### src/rtl/pipeline_stall_ctrl.sv
// Front-of-pipeline hazard consumer: owns the PC and IF/ID registers and
// applies flush > load-use stall > advance each cycle, with saturating event counters.
module pipeline_stall_ctrl #(
  parameter int                 WIDTH    = 32,
  parameter logic [WIDTH-1:0]   RESET_PC = '0,
  parameter logic [31:0]        NOP      = 32'h00000000,
  parameter int                 CNT_W    = 16
) (
  input  logic             clk,
  input  logic             rst_n,
  input  logic             stall_req,
  input  logic             flush_req,
  input  logic [WIDTH-1:0] branch_target,
  input  logic [31:0]      imem_instr,
  input  logic             clr_cnt,
  output logic [WIDTH-1:0] pc,
  output logic             pc_write,
  output logic             if_id_write,
  output logic [31:0]      if_id_instr,
  output logic [WIDTH-1:0] if_id_pc4,
  output logic             if_id_valid,
  output logic             id_ex_bubble,
  output logic [CNT_W-1:0] stall_cnt,
  output logic [CNT_W-1:0] flush_cnt
);

  // The FSM state is exactly the IF/ID valid bit.
  typedef enum logic {
    ST_BUBBLE = 1'b0,
    ST_VALID  = 1'b1
  } state_t;

  state_t           r_state;
  state_t           w_state_next;
  logic [WIDTH-1:0] r_pc;
  logic [WIDTH-1:0] w_pc_next;
  logic [WIDTH-1:0] w_pc_plus4;
  logic [WIDTH-1:0] r_pc4;
  logic [WIDTH-1:0] w_pc4_next;
  logic [31:0]      r_instr;
  logic [31:0]      w_instr_next;
  logic             w_stall_eff;
  logic             w_pc_write;
  logic             w_if_id_write;
  logic             w_bubble;
  logic [CNT_W-1:0] r_stall_cnt;
  logic [CNT_W-1:0] r_flush_cnt;

  assign w_pc_plus4  = r_pc + WIDTH'(4);
  // A NOP in IF/ID has rs/rt = 0 and can falsely match, so BUBBLE ignores stall_req.
  assign w_stall_eff = stall_req & (r_state == ST_VALID) & ~flush_req;

  always_comb begin
    w_state_next  = ST_VALID;
    w_pc_next     = w_pc_plus4;
    w_pc4_next    = w_pc_plus4;
    w_instr_next  = imem_instr;
    w_pc_write    = 1'b1;
    w_if_id_write = 1'b1;
    w_bubble      = 1'b0;
    if (flush_req) begin
      w_state_next = ST_BUBBLE;
      w_pc_next    = {branch_target[WIDTH-1:2], 2'b00};
      w_pc4_next   = '0;
      w_instr_next = NOP;
      w_bubble     = 1'b1;
    end else if (w_stall_eff) begin
      w_state_next  = r_state;
      w_pc_next     = r_pc;
      w_pc4_next    = r_pc4;
      w_instr_next  = r_instr;
      w_pc_write    = 1'b0;
      w_if_id_write = 1'b0;
      w_bubble      = 1'b1;
    end
  end

  always_ff @(posedge clk or negedge rst_n) begin
    if (!rst_n) begin
      r_state <= ST_BUBBLE;
      r_pc    <= RESET_PC;
      r_pc4   <= '0;
      r_instr <= NOP;
    end else begin
      r_state <= w_state_next;
      r_pc    <= w_pc_next;
      r_pc4   <= w_pc4_next;
      r_instr <= w_instr_next;
    end
  end

  // Clear beats increment; increments stop at all-ones.
  always_ff @(posedge clk or negedge rst_n) begin
    if (!rst_n) begin
      r_stall_cnt <= '0;
      r_flush_cnt <= '0;
    end else if (clr_cnt) begin
      r_stall_cnt <= '0;
      r_flush_cnt <= '0;
    end else begin
      if (w_stall_eff && (r_stall_cnt != '1)) r_stall_cnt <= r_stall_cnt + CNT_W'(1);
      if (flush_req && (r_flush_cnt != '1))   r_flush_cnt <= r_flush_cnt + CNT_W'(1);
    end
  end

  assign pc           = r_pc;
  assign pc_write     = w_pc_write;
  assign if_id_write  = w_if_id_write;
  assign if_id_instr  = r_instr;
  assign if_id_pc4    = r_pc4;
  assign if_id_valid  = (r_state == ST_VALID);
  assign id_ex_bubble = w_bubble;
  assign stall_cnt    = r_stall_cnt;
  assign flush_cnt    = r_flush_cnt;

endmodule

### config.mk
export PLATFORM = sky130hd
export DESIGN_NAME = pipeline_stall_ctrl
export DESIGN_NICKNAME = d
export VERILOG_FILES = /design/src/rtl/pipeline_stall_ctrl.sv
export SDC_FILE = /design/constraint.sdc
export NUM_CORES = 1
export LEC_CHECK = 0
export ABC_CLOCK_PERIOD_IN_PS = 3900
export CAP_MARGIN = 10
export CORE_MARGIN = 3
export CORE_UTILIZATION = 41
export DETAILED_ROUTE_END_ITERATION = 12
export HOLD_SLACK_MARGIN = 0.12
export PLACE_DENSITY = 0.69
export SYNTH_ARGS = -nofsm -noshare
export SYNTH_HDL_FRONTEND = slang
export SYNTH_SLANG_ARGS = --single-unit
### constraint.sdc
create_clock -name clk -period 3.9 [get_ports clk]
set_input_delay 0.39 -clock clk [delete_from_list [all_inputs] [get_ports clk]]
set_output_delay 0.39 -clock clk [all_outputs]
set_load 0.01 [all_outputs]
## After elaboration in Yosys (flattened, before gate mapping)

Index checks and enable logic that the tools add are counted.

- Reduce and logical (&&, ||, !) cells: 4
- Muxes and demuxes: 15
- Bitwise operators: 3
- Add/subtract/negate cells: 3
- Equal/unequal tests: 3

Operators with widths:

| kind | number |
|---|---|
| 32-bit two-way mux | 5 |
| 16-bit two-way mux | 4 |
| 16-bit by 1-bit adder with 16-bit output (second input constant) | 2 |
| 32-bit by 3-bit adder with 32-bit output (second input constant) | 1 |
| 16-bit != test (second input constant) | 2 |
| 1-bit two-way mux | 6 |
| 2-bit nonzero test | 2 |
| 1-bit AND | 2 |
| 1-bit logical AND | 2 |
| 2-bit != test (second input constant) | 1 |
| 1-bit inverter | 1 |

- Bits of input ports: 69
- Bits in registers: 129
- Output and inout bits: 132
- Logic and storage cells: 34

## Logic depth before layout (Yosys ltp)

- Word-level depth: 5
- Gate-level depth with buffers: 7
- Gate-level depth less buffers: 5

## Worst setup path before layout

Ideal clock, no wire load.

- Path kind: reg2reg
- Start: reg r_pc[2] (netlist: pc[2])
- End: reg r_pc4[30] (netlist: if_id_pc4[30])
- Setup slack: 1.721 ns
- Stages on the path, launching flop included: 7
- Arrival time: 2.097 ns
- Period minus slack after synthesis: 2.179 ns
- Data required time: 3.818 ns
- Buffers on the path: 1
- Setup time: 0.082 ns
- Cells stage by stage: dfrtp_1 -> ha_1 -> nand3_1 -> or4_1 -> buf_2 -> or4_1 -> a31oi_1

- Cells in the longest elaborated chain, start to end: 3

RTL lines:

| item | RTL line | RTL |
|---|---|---|
| start: declaration | 35 | `logic [WIDTH-1:0] r_pc;` |
| start signal: assignment | 86 | `r_pc <= w_pc_next;` |
| 32-bit by 3-bit adder with 32-bit output | 49 | `assign w_pc_plus4 = r_pc + WIDTH'(4);` |
| 32-bit two-way mux | 67 | `end else if (w_stall_eff) begin` |
| 32-bit two-way mux | 61 | `if (flush_req) begin` |
| end signal: assignment | 87 | `r_pc4 <= w_pc4_next;` |
| end: declaration | 38 | `logic [WIDTH-1:0] r_pc4;` |

No other way between the ends. The select of a mux whose other input is x is not followed.
A chain may end at the register's enable or synchronous reset.

## Worst setup path after layout

- Start: reg r_pc[2] (netlist: pc[2])
- End: reg r_pc4[20] (netlist: if_id_pc4[20])

The elaborated chain is that of the path after synthesis.

==> flow_metrics.tcl <==
set metrics [dict create \
    worst_r2r_startpoint "pc[2]" \
    cts_hold_buf 0 \
    remaining_drc_errors 0 \
    drt_first_pass_iters 6 \
    flow.area_growth_from_synthesis_pct 39.97 \
    tritoncts_clock_tree "done" \
    port_buffers 196 \
    antenna_diode_count 0 \
    holdWs_ns 0.09507 \
    max_cap_violations 0 \
    final_antenna_net_count 0 \
    yosys-top-cells-area "sky130_fd_sc_hd__dfrtp_1 48%, sky130_fd_sc_hd__nand2_1 6.5%, sky130_fd_sc_hd__a21oi_1 5.0%, sky130_fd_sc_hd__or4_1 3.7%, sky130_fd_sc_hd__o21ai_0 3.4%" \
    grt_remaining_overflow 0 \
    clock_path_buffers 2 \
    syn-cell-area_sq_um 6545 \
    number_of_global_route_vias_before_repair 6239 \
    crit_path_frequent_cell "sky130_fd_sc_hd__or4_1" \
    avgViaCountPerCell 5.710 \
    die_h_um 132.3 \
    endpoint "if_id_pc4[20]" \
    fin_setup_tns_ns 0 \
    post_cts.resized_instances 0 \
    postCtsSetupBuffers 0 \
    worst_slew_pin_slew_ns 1.112 \
    run_status "complete, no violations" \
    timing.final.crit_period_ns 2.614 \
    finalCoreUtilization_pct 59.38 \
    top_layer "met4" \
    netlist.area_leader.share_pct 48.17 \
    grt_setup_unrepaired "false" \
    synthDominantAreaCellType "sky130_fd_sc_hd__dfrtp_1" \
    layout.nets 978 \
    power_density_nw_per_um2 388.3 \
    place.detailed.instances 1098 \
    critical_path.endpoint_type "flop" \
    total_detailed_routing_wirelength_um 19310 \
    critical_path.startpoint "pc[2]" \
    path_clk_slew_ns 0.05 \
    seq_area_frac_synth_pct 48.17 \
    largest_net_degree_at_the_start_of_global_routing 95 \
    tritoncts.num_buffers 17 \
    fp.dieArea_sq_um 17520 \
    worstSkewPairLatency_ns 0.41 \
    worst_ep_required_time_ns 4.23 \
    global_route_wire_length_before_repair_um 31660 \
    cp-start-kind "flop" \
    worst_ir_drop_on_vdd_mv 0.3083 \
    dpl.hpwl_um 13400 \
    min_period_over_period_pct 67.01 \
    wl_per_cell_um 17.12 \
    syn-mean-instance-area_sq_um 8.857 \
    synthTopCellsByCount "126 x sky130_fd_sc_hd__dfrtp_1, 113 x sky130_fd_sc_hd__nand2_1, 65 x sky130_fd_sc_hd__a21oi_1" \
    arrival_ns 2.94 \
    antenna_found_initial 0 \
    layout-drive-gt1-share_pct 5.016 \
    detail_route.iter0.violations 366 \
    dominantRegCellSynth "sky130_fd_sc_hd__dfrtp_1" \
    io-pin-count 201 \
    dr_wl_met3_um 1657 \
    timing.rr.end "if_id_pc4[20]" \
    report.final.setup_viol 0 \
    cts_num_sinks 126 \
    postSynthRegisterBits 126 \
    synthMostInstantiatedCell "sky130_fd_sc_hd__dfrtp_1" \
    cp_cell_sequence "ha_1 > nand3_1 > or4_1 > or4_1 > a31oi_1" \
    core_area_sq_um 15430 \
    cp_slowest_cell "sky130_fd_sc_hd__or4_1" \
    finClkSkew_ns 0.009866 \
    fp-row-count 45 \
    worst-path-max-fanout 11 \
    cellLeakagePower_nw 3.583 \
    routedLengthMet1_um 8052 \
    hold_path_class "primary input to async pin" \
    ff2ff_path_depth 5 \
    register_to_register_setup_slack_ns 1.29 \
    yosys_warnings 0 \
    ctsRootBufferMaster "sky130_fd_sc_hd__clkbuf_16" \
    total_power_mw 3.558 \
    cts-htree-levels 4 \
    drv_slew 0 \
    start_util_pct 42.42 \
    gp_congestion 0.8661 \
    detailroute.via_count 6441 \
    path_class "flop to flop" \
    synth_enable_flop_cells 0 \
    globalRouteTotalUtil_pct 22.18 \
    stdcell_count 1128 \
    dieWidth_um 132.3 \
    synth_async_sr_flop_share_pct 100.0 \
    netlist_instances 739 \
    netlist-cell-type-count 50 \
    achievable-frequency_ghz 0.3826 \
    max_slew_margin_pct 25.63 \
    total_length_of_routed_met2_wires_um 9129 \
    final-hold-violation-count 0 \
    slowest_delay_ns 0.69 \
]
[worst min-delay path by stage]
stage / startpoint / endpoint / slack [ns] / cells after the start
5_1_grt: rst_n / if_id_instr[16] / 0.18 / 1
4_1_cts: rst_n / if_id_instr[16] / 0.15 / 1
6_report: rst_n / if_id_instr[16] / 0.1 / 1
2_1_floorplan: rst_n / flush_cnt[0] / 0.09 / 0
3_3_place_gp: if_id_pc4[1] / if_id_pc4[1] / 0.50 / 1
3_5_place_dp: if_id_instr[20] / if_id_instr[20] / 0.51 / 2
[power by group]
group / total [mW] / internal, mW / switching, mW
combinational: 0.542 / 0.281 / 0.261
sequential: 1.49 / 1.39 / 0.0991
clock: 1.53 / 0.979 / 0.549
[per-stage QoR]
| stage | cell area [sq um] | setup WS (ns) |
|---|---|---|
| after floorplan | 6549 | 1.721 |
| final | 9161 | 1.286 |
| after global placement | 8596 | 1.071 |
| after global routing | 9161 | 1.174 |
| after detailed placement | 8596 | 1.041 |
| after CTS | 9161 | 1.272 |
[state kept, by name, summed over array words and instances (netlist names)]
signal and flops:
if_id_valid 1, flush_cnt 16, stall_cnt 16, if_id_pc4 31
if_id_instr 32, pc 30
[layout by cell type (no fill, tap or decap), types with 24 or more instances in the layout]
master / Yosys / routed
sky130_fd_sc_hd__a21oi_1: 65 / 65
sky130_fd_sc_hd__or3_1: 25 / 25
sky130_fd_sc_hd__nor2_1: 35 / 35
sky130_fd_sc_hd__o21ai_0: 45 / 45
sky130_fd_sc_hd__a31oi_1: 24 / 24
sky130_fd_sc_hd__nand4_1: 31 / 31
sky130_fd_sc_hd__or4_1: 32 / 32
sky130_fd_sc_hd__nand3_1: 32 / 32
sky130_fd_sc_hd__dfrtp_1: 126 / 126
sky130_fd_sc_hd__clkdlybuf4s50_1: 0 / 194
sky130_fd_sc_hd__nand2_1: 113 / 112
[critical path: cells and delay by family (launching register included)]
family | cells | cell delay [ns]
simple gates | 3 | 1.53
compound gates | 1 | 0.18
fa+ha+maj | 1 | 0.30
flops | 1 | 0.51
[final cells by class]
cell class | count | area, sq um
inverter | 8 | 30.03
timing repair buffer | 205 | 2022
clock buffer | 23 | 478.0
tap | 211 | 264.0
multi-input combinational | 548 | 3127
clock inverter | 7 | 87.58
fill | 1362 | 6266
sequential | 126 | 3153
[logic make-up (layout without fill, tap and decap cells)]
logic type,count (synthesis),in the layout,synth area share [%]
DFF,126,126,48.17
and+or+nand+nor,321,321,25.29
AOI/OAI and AO/OA,191,191,17.28
muxes,9,9,1.529
adders and majority gates,3,3,0.5736
xor gates and xnor gates,22,22,2.944
buffers and inverters,66,243,4.148
other,1,2,0.05730
[metal layers]
metal  vias up  global-route usage, %
li1       3046                      -
met1      3125                  27.96
met2       242                  35.17
met3        28                  7.901
met4         0                  8.372
met5         -                      0
(Power assumes the default switching activity.)
==> RTL change, RTL diff (same flow settings) <==
Put one more register stage on the output `flush_cnt`. The value now appears one clock later. The other outputs are not delayed to match.
--- a/src/rtl/pipeline_stall_ctrl.sv
+++ b/src/rtl/pipeline_stall_ctrl.sv
@@ -113,3 +113,5 @@
   assign stall_cnt    = r_stall_cnt;
-  assign flush_cnt    = r_flush_cnt;
+  always_ff @(posedge clk) begin
+    flush_cnt <= r_flush_cnt;
+  end
 
Function: changed (a bounded check fails within 4 cycles, from zero or initial values and one cycle with rst_n low).
==> RTL change against the unedited design <==
- core utilization is 1.0 points higher
- wire length is 8.8% lower
- register-to-register slack improved by 0.35 ns
- sequential share of layout area is 2.7 points higher
- sequential cell count increased by 16
- global-route usage is 1.8 points lower
- non-clock buffer count is 2 lower
- power up 11%
- design area is 2.1% higher
- synthesized area up 1.0%
- clock skew down 0.0015 ns
- combinational power down 3%
- setup slack better by 0.23 ns
- clock power grew 15%
- largest power group unchanged
==> RTL change: results (changes against the unedited design) <==
The minimum setup slack after placement came to 1.316 ns (was 1.041 ns). The worst setup path startpoint is stall_req (was pc[2]$_DFFE_PN0N_). The worst-path maximum fanout was 8 (was 11). The arrival time of the worst setup path came to 1.99 ns (was 2.94 ns).

The routed length on met2 came to 8525 um (was 9129 um). The family of cells with the greatest summed delay on the critical path is buffers and inverters (was simple AND/OR/NAND/NOR gates). The sequential-to-total area share from yosys stat is 52.53% (was 48.17%). The count of unique library cells instantiated by Yosys came out at 46 (was 50).

The met2 capacity usage during global routing came out at 32.31% (was 35.17%). The end of the critical path is if_id_write (was if_id_pc4[20]$_DFFE_PN0N_). The number of fillers in the final layout is 1333 (was 1362). The largest voltage drop on the vdd net is 0.2945 mV (was 0.3083 mV). The mean instance size in the synthesized netlist is 9.353 um^2 (was 8.857 um^2).

The total sequential power was 1.65 mW (was 1.49 mW). The via count of the first global-routing pass is 5314 (was 6239). The post-route non-filler standard cell count is 1107 (was 1128). The power in the clock group is 1.76 mW (was 1.53 mW). The final net count is 955 (was 978). Largest cells by area after synthesis: sky130_fd_sc_hd__dfrtp_1 48%, sky130_fd_sc_hd__xor2_1 7.0%, sky130_fd_sc_hd__nand2_1 7.0% (was sky130_fd_sc_hd__dfrtp_1 48%, sky130_fd_sc_hd__nand2_1 6.5%, sky130_fd_sc_hd__a21oi_1 5.0%). The number of hold buffers added after CTS came out at 1 (was 0). The detailed-route via count is 5574 (was 6441). The routed wirelength normalized by instance count is 15.91 um (was 17.12 um). Top cells by count, synth: 126 x sky130_fd_sc_hd__dfrtp_1, 123 x sky130_fd_sc_hd__nand2_1, 58 x sky130_fd_sc_hd__a21oi_1 (was 126 x sky130_fd_sc_hd__dfrtp_1, 113 x sky130_fd_sc_hd__nand2_1, 65 x sky130_fd_sc_hd__a21oi_1). The post-synthesis xor/xnor area fraction is 10.73% (was 2.944%).

The first-pass GRT wire length came out at 29020 um (was 31660 um). The half-perimeter wire length after detailed placement was 12170 um (was 13400 um). The last weighted congestion value of the routability-driven placer came to 0.8195 (was 0.8661). The path class of the lowest-slack min-delay path is flip-flop to flip-flop (was primary input to asynchronous set/reset pin).

The compound-gate portion of the synthesized area came out at 10.65% (was 17.28%). The headroom to the max-slew limit is 20.20% (was 25.63%). The final hold slack came out at 0.4248 ns (was 0.09507 ns). The biggest cell delay along the critical path came out at 0.58 ns (was 0.69 ns). Run status: finished clean (unchanged). The routed length on met1 is 8074 um (was 8052 um).

The leakage power figure was 3.694 nW (was 3.583 nW). The worst-case clock skew came to 0.008317 ns (was 0.009866 ns). The share of final-layout standard cells stronger than drive strength 1 came to 6.138% (was 5.016%).
[RTL change: cell count changes after synthesis, sizes merged, moves of 16 or more]
| cell | delta |
|---|---|
| o31ai | -19 |
| a31oi | -22 |
| nor2 | +16 |
| or3 | -18 |
| or4 | -31 |
| xor2 | +45 |
| dfxtp | +16 |
[RTL change: final cells by class]
type | instances | area [um^2] | area share, %
multi-input cells | 511 | 2920 | 31.23
flip-flops and latches | 142 | 3473 | 37.15
clock inverters | 14 | 217.7 | 2.328
inverters | 8 | 30.03 | 0.3212
repair buffers | 203 | 2016 | 21.56
clock buffers | 18 | 429.2 | 4.590
well taps | 211 | 264.0 | 2.823
[RTL change: per-stage QoR]
stage | instance area [um^2] | total power, mW | utilization (%)
3_5_place_dp | 8693 | 2.206 | 56.15
4_1_cts | 9350 | 3.976 | 60.39
6_report | 9350 | 3.933 | 60.39
2_1_floorplan | 6616 | 1.884 | -
3_3_place_gp | 8693 | 2.200 | 56.15
5_1_grt | 9350 | 4.097 | 60.39
